## config.mk

```make
export PLATFORM = sky130hd
export DESIGN_NAME = fifo_write_arbiter
export DESIGN_NICKNAME = d
export VERILOG_FILES = /design/src/rtl/fifo_write_arbiter.sv
export SDC_FILE = /design/constraint.sdc
export NUM_CORES = 1
export LEC_CHECK = 0
export ABC_AREA = 1
export BUFFER_PORTS_ARGS = -buffer_cell sky130_fd_sc_hd__clkbuf_2
export CORE_MARGIN = 5
export CORE_UTILIZATION = 45
export CTS_CLUSTER_DIAMETER = 30
export DETAILED_ROUTE_END_ITERATION = 10
export PLACE_DENSITY = 0.87
export REMOVE_ABC_BUFFERS = 1
export SYNTH_ARGS = -nofsm -noshare
export SYNTH_HDL_FRONTEND = slang
export SYNTH_SLANG_ARGS = --single-unit
```

## constraint.sdc

```tcl
create_clock -name clk -period 6.7 [get_ports clk]
set_clock_uncertainty 0.1 [all_clocks]
set_input_delay 1.34 -clock clk [delete_from_list [all_inputs] [get_ports clk]]
set_output_delay 1.34 -clock clk [all_outputs]
set_load 0.02 [all_outputs]
```

## src/rtl/fifo_write_arbiter.sv

```systemverilog
// fifo_write_arbiter: round-robin sharing of one FIFO write port among NUM_REQ producers,
// with each grant bounded to MAX_BURST consecutive writes and no write while the FIFO is full.
module fifo_write_arbiter #(
  parameter int NUM_REQ   = 4,
  parameter int WIDTH     = 8,
  parameter int MAX_BURST = 2
) (
  input  logic                       clk,
  input  logic                       rst_n,
  input  logic [NUM_REQ-1:0]         req,
  input  logic [NUM_REQ*WIDTH-1:0]   req_data,
  output logic [NUM_REQ-1:0]         gnt,
  input  logic                       fifo_full,
  output logic                       fifo_write_en,
  output logic [WIDTH-1:0]           fifo_data_in,
  output logic [$clog2(NUM_REQ)-1:0] owner,
  output logic                       busy
);
  localparam int IW = $clog2(NUM_REQ);
  localparam int CW = $clog2(MAX_BURST + 1);
  typedef enum logic {IDLE, BURST} state_t;
  state_t state_q, state_d;
  logic [IW-1:0] rr_ptr_q, rr_ptr_d, owner_q, owner_d, sel, cand, gnt_idx;
  logic [CW-1:0] burst_cnt_q, burst_cnt_d;
  logic found, hit;
  int base;
  function automatic logic [IW-1:0] next_idx(input logic [IW-1:0] i);
    return (int'(i) == NUM_REQ - 1) ? '0 : i + 1'b1;
  endfunction
  // A burst that ends early re-arbitrates from owner+1 and skips the owner in the same cycle.
  always_comb begin
    state_d     = state_q;
    rr_ptr_d    = rr_ptr_q;
    owner_d     = owner_q;
    burst_cnt_d = burst_cnt_q;
    hit         = 1'b0;
    gnt_idx     = owner_q;
    found       = 1'b0;
    sel         = '0;
    cand        = '0;
    base        = (state_q == BURST) ? int'(owner_q) + 1 : int'(rr_ptr_q);
    for (int k = 0; k < NUM_REQ; k++) begin
      cand = IW'((base + k) % NUM_REQ);
      if (!found && req[cand] && !(state_q == BURST && cand == owner_q)) begin
        found = 1'b1;
        sel   = cand;
      end
    end
    if (!fifo_full && state_q == BURST && req[owner_q]) begin
      hit         = 1'b1;
      burst_cnt_d = burst_cnt_q + 1'b1;
      if (burst_cnt_d == CW'(MAX_BURST)) begin
        state_d  = IDLE;
        rr_ptr_d = next_idx(owner_q);
      end
    end else if (!fifo_full) begin
      if (state_q == BURST) begin
        state_d  = IDLE;
        rr_ptr_d = next_idx(owner_q);
      end
      if (found) begin
        hit         = 1'b1;
        gnt_idx     = sel;
        owner_d     = sel;
        burst_cnt_d = CW'(1);
        if (MAX_BURST == 1) rr_ptr_d = next_idx(sel);
        else state_d = BURST;
      end
    end
  end
  always_ff @(posedge clk or negedge rst_n) begin
    if (!rst_n) begin
      state_q     <= IDLE;
      rr_ptr_q    <= '0;
      owner_q     <= '0;
      burst_cnt_q <= '0;
    end else begin
      state_q     <= state_d;
      rr_ptr_q    <= rr_ptr_d;
      owner_q     <= owner_d;
      burst_cnt_q <= burst_cnt_d;
    end
  end
  assign gnt           = (hit && rst_n) ? NUM_REQ'(1) << gnt_idx : '0;
  assign fifo_write_en = |gnt;
  assign fifo_data_in  = fifo_write_en ? req_data[gnt_idx*WIDTH +: WIDTH] : '0;
  assign owner         = owner_q;
  assign busy          = (state_q == BURST);
endmodule

```

==> results of run 1 <==
==> worst max-delay path: stages <==
cell      delay (ns)
clkbuf_2        0.08
inv_1           0.08
nand2_1         0.10
nand3_2         0.11
nand2_2         0.08
nor2_4          0.14
nand2_4         0.08
nand3_2         0.09
nand3_4         0.11
o21ai_1         0.60
inv_1           0.35
nand2_1         0.17
a21oi_2         0.06
clkbuf_2        0.18
==> flip-flops by register name, indices dropped and copies added (netlist names) <==
| name | count |
|---|---|
| busy | 1 |
| rr_ptr_q | 2 |
| owner | 2 |
| burst_cnt_q | 2 |
==> per-layer routing <==
layer	vias to the layer above	routed length, um	part of all wire	GRT usage
li1	751	-	-	-
met1	618	1330	0.43	0.184
met3	0	209	0.068	0.0324
met4	0	0	0	0.0557
met2	53	1550	0.50	0.269
met5	-	0	0	0
==> per-stage QoR <==
step	power (uW)	hold slack, ns
2_1_floorplan	801	0.346
3_3_place_gp	966	0.364
3_5_place_dp	978	0.369
4_1_cts	1020	0.375
5_1_grt	1130	0.416
6_report	1010	0.370
==> cell usage after synthesis (all sizes together) <==
cell and number:
dfrtp 7, o32ai 1, o22ai 1, and3 1, ha 2, nand2 109
o21ai 7, nor2 3, nor3 5, nand3 25, inv 20, buf 7
clkinv 1, a21oi 13, nand4 1
==> worst max-delay path by stage <==
stage                start               to  slack, ns  cells past startpoint
global route        req[2]           gnt[1]       1.43                     13
finish              req[0]  fifo_data_in[2]       1.69                     14
detailed placement  req[2]  fifo_data_in[2]       1.70                     14
CTS                 req[2]  fifo_data_in[2]       1.70                     14
floorplan           req[2]           gnt[1]       1.99                     11
global placement    req[2]           gnt[0]       1.81                     13
==> where the power goes <==
part	switching (uW)	leakage (uW)	internal, uW
Clock	14.0	0.0000150	22.6
Combinational	603	0.000809	283
Sequential	30.3	0.0000819	61.2
Total	648	0.000906	367
==> logic make-up after synthesis <==
| group | after synthesis | share of synthesized area |
|---|---|---|
| and+or+nand+nor | 144 | 0.605 |
| buffers and inverters | 28 | 0.125 |
| adders and majority gates | 2 | 0.0198 |
| DFF | 7 | 0.139 |
| AOI/OAI and AO/OA | 22 | 0.112 |
==> cell type report <==
class / instances / area [sq um] / area share
multi-input combinational: 168 / 931 / 0.608
timing repair buffer: 54 / 270 / 0.177
sequential: 7 / 175 / 0.114
inverter: 21 / 88.8 / 0.0581
tap: 31 / 38.8 / 0.0253
clock buffer: 4 / 26.3 / 0.0172
==> impl_metrics.tcl, run 1 <==
set metrics [dict create \
    status "completed" \
    synthCells 203 \
    die_w_um 63.0 \
    setup_viol 0 \
    rrSetupSlack_ns 3.63 \
    wire_per_inst_um 10.9 \
    hold_path_class "reg2reg" \
    post_synth_num_cell_types 28 \
    dp.cells 281 \
    ys_ff_latch 7 \
    finalWirelength_um 3100 \
    root_buffer "clkbuf_4" \
    cts_setup_buffers 0 \
    critPathMaxFanout 11 \
    cts.clk_slew.worst_paths_ns 0.05 \
    initial_core_util 0.462 \
    netlist_area_sq_um 1260 \
    post-route-util 0.560 \
    dr.pass1.iters 4 \
    yosysTopAreaCellShare 0.241 \
    cts_resized 0 \
    grt_pass1_wl_um 5250 \
    syn_avg_cell_area_sq_um 6.23 \
    final_common_cell "nand2_1" \
    die_area_sq_um 3970 \
    via_count 1422 \
    min_to "burst_cnt_q[0]" \
    clk_latency_ns 0.24 \
    place_area_sq_um 1500 \
    die_h_um 63.0 \
    yosysSeqAreaShare 0.139 \
    rows 19 \
    mostFrequentLayoutCells "nand2_1 (81), clkbuf_2 (54), nand3_1 (22)" \
    stdcell_area_sq_um 1530 \
    max_freq_mhz 200 \
    ant_nets 0 \
    drtIter0Drc 55 \
    reg2reg_depth 15 \
    peakVddDrop_mv 0.419 \
    tns_ns 0 \
    fin_crit_ns 5.01 \
    worstHoldStart "burst_cnt_q[0]" \
    crit_path_start_kind "input port" \
    cts_buffers 3 \
    core_area_sq_um 2730 \
    h-tree-depth 1 \
    grt_max_degree 20 \
    hpwl_um 2580 \
    r2r_end "owner[1]" \
    port_buffers 54 \
    tritoncts "yes" \
    layout_setup_ws_ns 1.69 \
    power_density_nw_per_um2 663 \
    drc 0 \
    p_leak_uw 0.000906 \
    clockBufferDepth 2 \
    via_per_inst 4.99 \
    drv_cap 0 \
    cp_data_required_time_ns 5.26 \
    grt_antenna_before_repair 0 \
    hold_viol 0 \
    slew_viol_final 0 \
    slew_headroom 0.522 \
    final.period_utilization 0.748 \
    synth_area_leader_cell "nand2_1" \
    diodes 0 \
    ctsHoldBuffers 0 \
    worstSetupPathType "in2out" \
    end_kind "output port" \
    cp.arrival_ns 3.57 \
    gr-total-overflow 0 \
    rsz0062_at_grt "no" \
    r2r-start "owner[0]" \
    min_path_cells 1 \
    pin_count 55 \
    cts.sinks 7 \
    fill_cells 268 \
    area_growth_pct 21.1 \
    stdcell_count 285 \
    track_usage 0.155 \
    worst_slew_pin_slew_ns 0.712 \
    ys_top_cells_by_area "nand2_1 (24%), dfrtp_1 (14%), nand2_2 (8.9%), nand3_1 (8.7%), nand2_4 (6.2%)" \
    gp_congestion 0.871 \
    grt_pass1_vias 1364 \
    pre_cts_ws_ns 1.70 \
    yosysWarningCount 0 \
    final_nets 296 \
    layout-drive-gt1-share 0.398 \
]
Note: power is estimated with default switching activity, not from simulation.
==> inputs of run 2 (changes only) <==
- clock period: 6.7 -> 5.05 ns (I/O delays scaled with it)
==> run 2 against run 1 <==
  * First-iteration DRC count down 5.5%
  * Utilization unchanged
  * Routed wire length up 1.1%
  * Via count down 0.21%
  * Register-to-register slack worse by 1.7 ns
  * Die area unchanged
  * Sequential power up 33%
  * Hold slack better by 0.015 ns
  * Largest power group unchanged
  * Highest routed layer is now met4
==> impl_metrics.tcl, run 2 (synthesis results as in run 1) <==
set metrics [dict create \
    cts_resized 0 \
    min_path_cells 1 \
    via_count 1419 \
    die_w_um 63.0 \
    layout-drive-gt1-share 0.398 \
    grt_antenna_before_repair 0 \
    hold_path_class "reg2reg" \
    core_area_sq_um 2730 \
    crit_path_frequent_cell "nand2_1" \
    die_h_um 63.0 \
    drv_cap 0 \
    gr-total-overflow 0 \
    final.period_utilization 0.905 \
    worstSetupPathType "reg2out" \
    rows 19 \
    cp.arrival_ns 3.46 \
    setup_viol 0 \
    drtIter0Drc 52 \
    power_density_nw_per_um2 885 \
    dr.pass1.iters 6 \
    clk_latency_ns 0.25 \
    initial_core_util 0.462 \
    die_area_sq_um 3970 \
    finalWirelength_um 3130 \
    r2r_end "owner[1]" \
    min_to "burst_cnt_q[0]" \
    mostFrequentLayoutCells "nand2_1 (81), clkbuf_2 (54), nand3_1 (22)" \
    tns_ns 0 \
    cts.clk_slew.worst_paths_ns 0.05 \
    port_buffers 54 \
    drc 0 \
    status "completed" \
    r2r-start "owner[0]" \
    cts.sinks 7 \
    slew_headroom 0.529 \
    reg2reg_depth 15 \
    ctsHoldBuffers 0 \
    hpwl_um 2630 \
    slowest_delay_ns 0.56 \
    area_growth_pct 21.1 \
    cp_data_required_time_ns 3.94 \
    worst_slew_pin_slew_ns 0.702 \
    worstPathCellList "ha_1 -> inv_1 -> nand2_1 -> nand2_2 -> nand2_4 -> nand2_2 -> nand2_1 -> nand2_1 -> nand2_2 -> nand2_4 -> o21ai_0 -> o21ai_0 -> nand2_1 -> o21ai_1 -> inv_1 -> nand2_1 -> a21oi_2 -> clkbuf_2" \
    grt_max_degree 20 \
    final_nets 296 \
    crit_path_start_kind "flop" \
    grt_pass1_wl_um 5220 \
    hold_viol 0 \
    clockBufferDepth 2 \
    fin_crit_ns 4.57 \
    post-route-util 0.560 \
    slowest_stage "o21ai_1" \
    critPathMaxFanout 11 \
    grt_pass1_vias 1314 \
    tritoncts "yes" \
    root_buffer "clkbuf_4" \
    track_usage 0.153 \
    fill_cells 274 \
    max_freq_mhz 219 \
    peakVddDrop_mv 0.560 \
    cts_setup_buffers 0 \
    wire_per_inst_um 11.0 \
    cts_buffers 3 \
    hold_slack_ns 0.384 \
    ant_nets 0 \
    worstHoldStart "burst_cnt_q[0]" \
    rrSetupSlack_ns 1.95 \
    h-tree-depth 1 \
    rsz0062_at_grt "no" \
    via_per_inst 4.98 \
    final_common_cell "nand2_1" \
    gp_congestion 0.848 \
    diodes 0 \
    end_kind "output port" \
    p_leak_uw 0.000906 \
    slew_viol_final 0 \
    pin_count 55 \
]
## run 2: cell counts in the layout (fill, tap and decap cells not counted)
Identical to the previous run, type by type.
## run 2: power breakdown
group	internal, uW	switching [uW]	leakage, uW
logic	376	806	0.000809
clock network	30.1	20.0	0.0000150
registers	81.2	40.8	0.0000819
## run 2: area by class of cell
type                            count  area, sq um  area share
Multi-Input combinational cell    168          931       0.608
Timing Repair Buffer               54          270       0.177
Sequential cell                     7          175       0.114
Inverter                           21         88.8      0.0581
Tap cell                           31         38.8      0.0253
Clock buffer                        4         26.3      0.0172
## run 2: worst max path at each step
| stage | start | to | slack (ns) |
|---|---|---|---|
| 2_1_floorplan | req[2] | gnt[1] | 1.0 |
| 3_3_place_gp | req[2] | gnt[1] | 0.82 |
| 3_5_place_dp | req[2] | fifo_data_in[2] | 0.71 |
| 4_1_cts | owner[0] | fifo_data_in[2] | 0.47 |
| 5_1_grt | owner[0] | gnt[1] | 0.16 |
| 6_report | owner[0] | fifo_data_in[2] | 0.48 |
## run 2: stage by stage
| stage | power (uW) | worst slack [ns] | area (sq um) | std cells |
|---|---|---|---|---|
| finish | 1350 | 0.480 | 1530 | 285 |
| floorplan | 1060 | 0.998 | 1190 | 196 |
| global placement | 1280 | 0.817 | 1500 | 281 |
| CTS | 1360 | 0.468 | 1530 | 285 |
| global route | 1490 | 0.157 | 1530 | 285 |
| detailed placement | 1300 | 0.711 | 1500 | 281 |
## run 2: layer usage
metal	track usage	vias up	wire length [um]
met1	0.191	629	1430
met2	0.262	40	1510
met5	0	-	0
met3	0.0252	3	157
met4	0.0531	0	28
li1	-	747	-
## run 2: worst max-delay path: cells and delay by family (launching register included)
family | cells | cell delay [ns]
compound gates | 4 | 0.81
simple gates | 10 | 0.94
fa+ha+maj | 1 | 0.38
buf+inv | 3 | 0.59
flops | 1 | 0.48
==> inputs of run 3 (changes only) <==
- CORE_UTILIZATION: 45 -> 48
- PLACE_DENSITY: 0.87 -> 0.92
==> run 3 against run 2 <==
  * Via count down 0.42%
  * Sequential share of layout area about the same
  * Global-route usage up 1.7 points
  * Largest cell class unchanged
  * Die area down 5.3%
==> impl_metrics.tcl, run 3 (synthesis results as in run 1) <==
set metrics [dict create \
    slew_viol_final 0 \
    die_w_um 61.3 \
    multiInputGateArea_sq_um 931 \
    rows 18 \
    worst_slew_pin_slew_ns 0.674 \
    rrSetupSlack_ns 2.01 \
    ant_nets 0 \
    fin_crit_ns 4.51 \
    cpLargestDelayFamily "simple AND/OR/NAND/NOR gates" \
    drtIter0Drc 60 \
    root_buffer "clkbuf_4" \
    area_growth_pct 21.0 \
    internal_power_uw 487 \
    crit_path_frequent_cell "nand2_1" \
    slowest_stage "o21ai_1" \
    end_kind "output port" \
    grt_pass1_vias 1260 \
    final_nets 296 \
    r2r_end "owner[1]" \
    grt_antenna_before_repair 0 \
    slowest_delay_ns 0.54 \
    clk_latency_ns 0.25 \
    cts_buffers 3 \
    status "completed" \
    port_buffers 54 \
    critPathMaxFanout 11 \
    hold_viol 0 \
    post-route-util 0.612 \
    core_area_sq_um 2500 \
    finalWirelength_um 3080 \
    combPwrFrac 0.872 \
    final.period_utilization 0.894 \
    grt_max_degree 20 \
    die_area_sq_um 3760 \
    track_usage 0.170 \
    switching_share 0.638 \
    gr-total-overflow 0 \
    regArea_sq_um 175 \
    dr.pass1.iters 5 \
    p_clk_frac 0.037 \
    reg2reg_depth 15 \
    layout-drive-gt1-share 0.398 \
    hold_path_class "reg2reg" \
    via_per_inst 4.98 \
    rsz0062_at_grt "no" \
    grt_pass1_wl_um 5060 \
    min_path_cells 1 \
    ctsHoldBuffers 0 \
    pin_count 55 \
    r2r-start "owner[0]" \
    crit_buf_inv 3 \
    min_to "burst_cnt_q[0]" \
    drc 0 \
    cp.arrival_ns 3.40 \
    tritoncts "yes" \
    fill_cells 237 \
    setup_viol 0 \
    max_freq_mhz 222 \
    h-tree-depth 1 \
    cts.clk_slew.worst_paths_ns 0.05 \
    cts_setup_buffers 0 \
    power_density_nw_per_um2 880 \
    cts.sinks 7 \
    peakVddDrop_mv 0.571 \
    tns_ns 0 \
    die_h_um 61.3 \
    hpwl_um 2580 \
    p_leak_uw 0.000906 \
    worstHoldStart "burst_cnt_q[0]" \
    mostFrequentLayoutCells "nand2_1 (81), clkbuf_2 (54), nand3_1 (22)" \
    worstPathCellList "ha_1 -> inv_1 -> nand2_1 -> nand2_2 -> nand2_4 -> nand2_2 -> nand2_1 -> nand2_1 -> nand2_2 -> nand2_4 -> o21ai_0 -> o21ai_0 -> nand2_1 -> o21ai_1 -> inv_1 -> nand2_1 -> a21oi_2 -> clkbuf_2" \
    final_common_cell "nand2_1" \
    worstSetupPathType "reg2out" \
    wire_per_inst_um 10.9 \
    initial_core_util 0.506 \
    diodes 0 \
    clockBufferDepth 2 \
    via_count 1413 \
    gp_congestion 0.881 \
    switchingPower_uw 858 \
    cts_resized 0 \
    crit_path_start_kind "flop" \
    path_depth 18 \
    slew_headroom 0.548 \
    drv_cap 0 \
    seq_power_share 0.091 \
    layout_setup_ws_ns 0.536 \
    cp_data_required_time_ns 3.94 \
    pre_cts_ws_ns 0.754 \
]
==> run 3: area by class of cell <==
| cell class | instances | area share |
|---|---|---|
| Clock buffer | 4 | 0.0172 |
| Inverter | 21 | 0.0581 |
| Multi-Input combinational cell | 168 | 0.609 |
| Sequential cell | 7 | 0.115 |
| Tap cell | 30 | 0.0245 |
| Timing Repair Buffer | 54 | 0.177 |
==> run 3: power groups by stage <==
stage / clock network (uW) / logic (uW) / registers, uW
floorplan: 0 / 935 / 129
global placement: 0 / 1160 / 122
detailed placement: 0 / 1170 / 123
CTS: 51.2 / 1180 / 122
global route: 53.2 / 1310 / 126
finish: 50.2 / 1170 / 122
==> run 3: worst reg2reg max path, delay by kind of cell (launching register included) <==
| family | cells | cell delay [ns] |
|---|---|---|
| flip-flops | 1 | 0.48 |
| buffers and inverters | 2 | 0.40 |
| AO/OA/AOI/OAI | 3 | 0.71 |
| AND/OR/NAND/NOR | 9 | 0.77 |
| adder cells (fa/ha/maj) | 1 | 0.37 |
==> run 3: worst max path at each step <==
| stage | from | end | slack [ns] |
|---|---|---|---|
| after floorplan | req[2] | gnt[1] | 1.0 |
| after global placement | req[2] | gnt[1] | 0.85 |
| after detailed placement | req[2] | fifo_data_in[5] | 0.75 |
| after CTS | owner[0] | fifo_data_in[5] | 0.54 |
| after global routing | owner[0] | gnt[1] | 0.15 |
| final | owner[0] | fifo_data_in[5] | 0.54 |
==> run 3: metal layers <==
metal	GRT usage	part of all wire
met3	0.0126	0.052
met5	0	0
met1	0.217	0.43
met4	0.0557	0.0062
met2	0.302	0.51
==> run 3: stage by stage <==
stage / cells / cell area [sq um] / hold slack, ns / power, uW
final: 284 / 1530 / 0.378 / 1350
after global routing: 284 / 1530 / 0.383 / 1490
after CTS: 284 / 1530 / 0.378 / 1350
after detailed placement: 280 / 1500 / 0.369 / 1290
after global placement: 280 / 1500 / 0.363 / 1280
after floorplan: 196 / 1190 / 0.346 / 1060
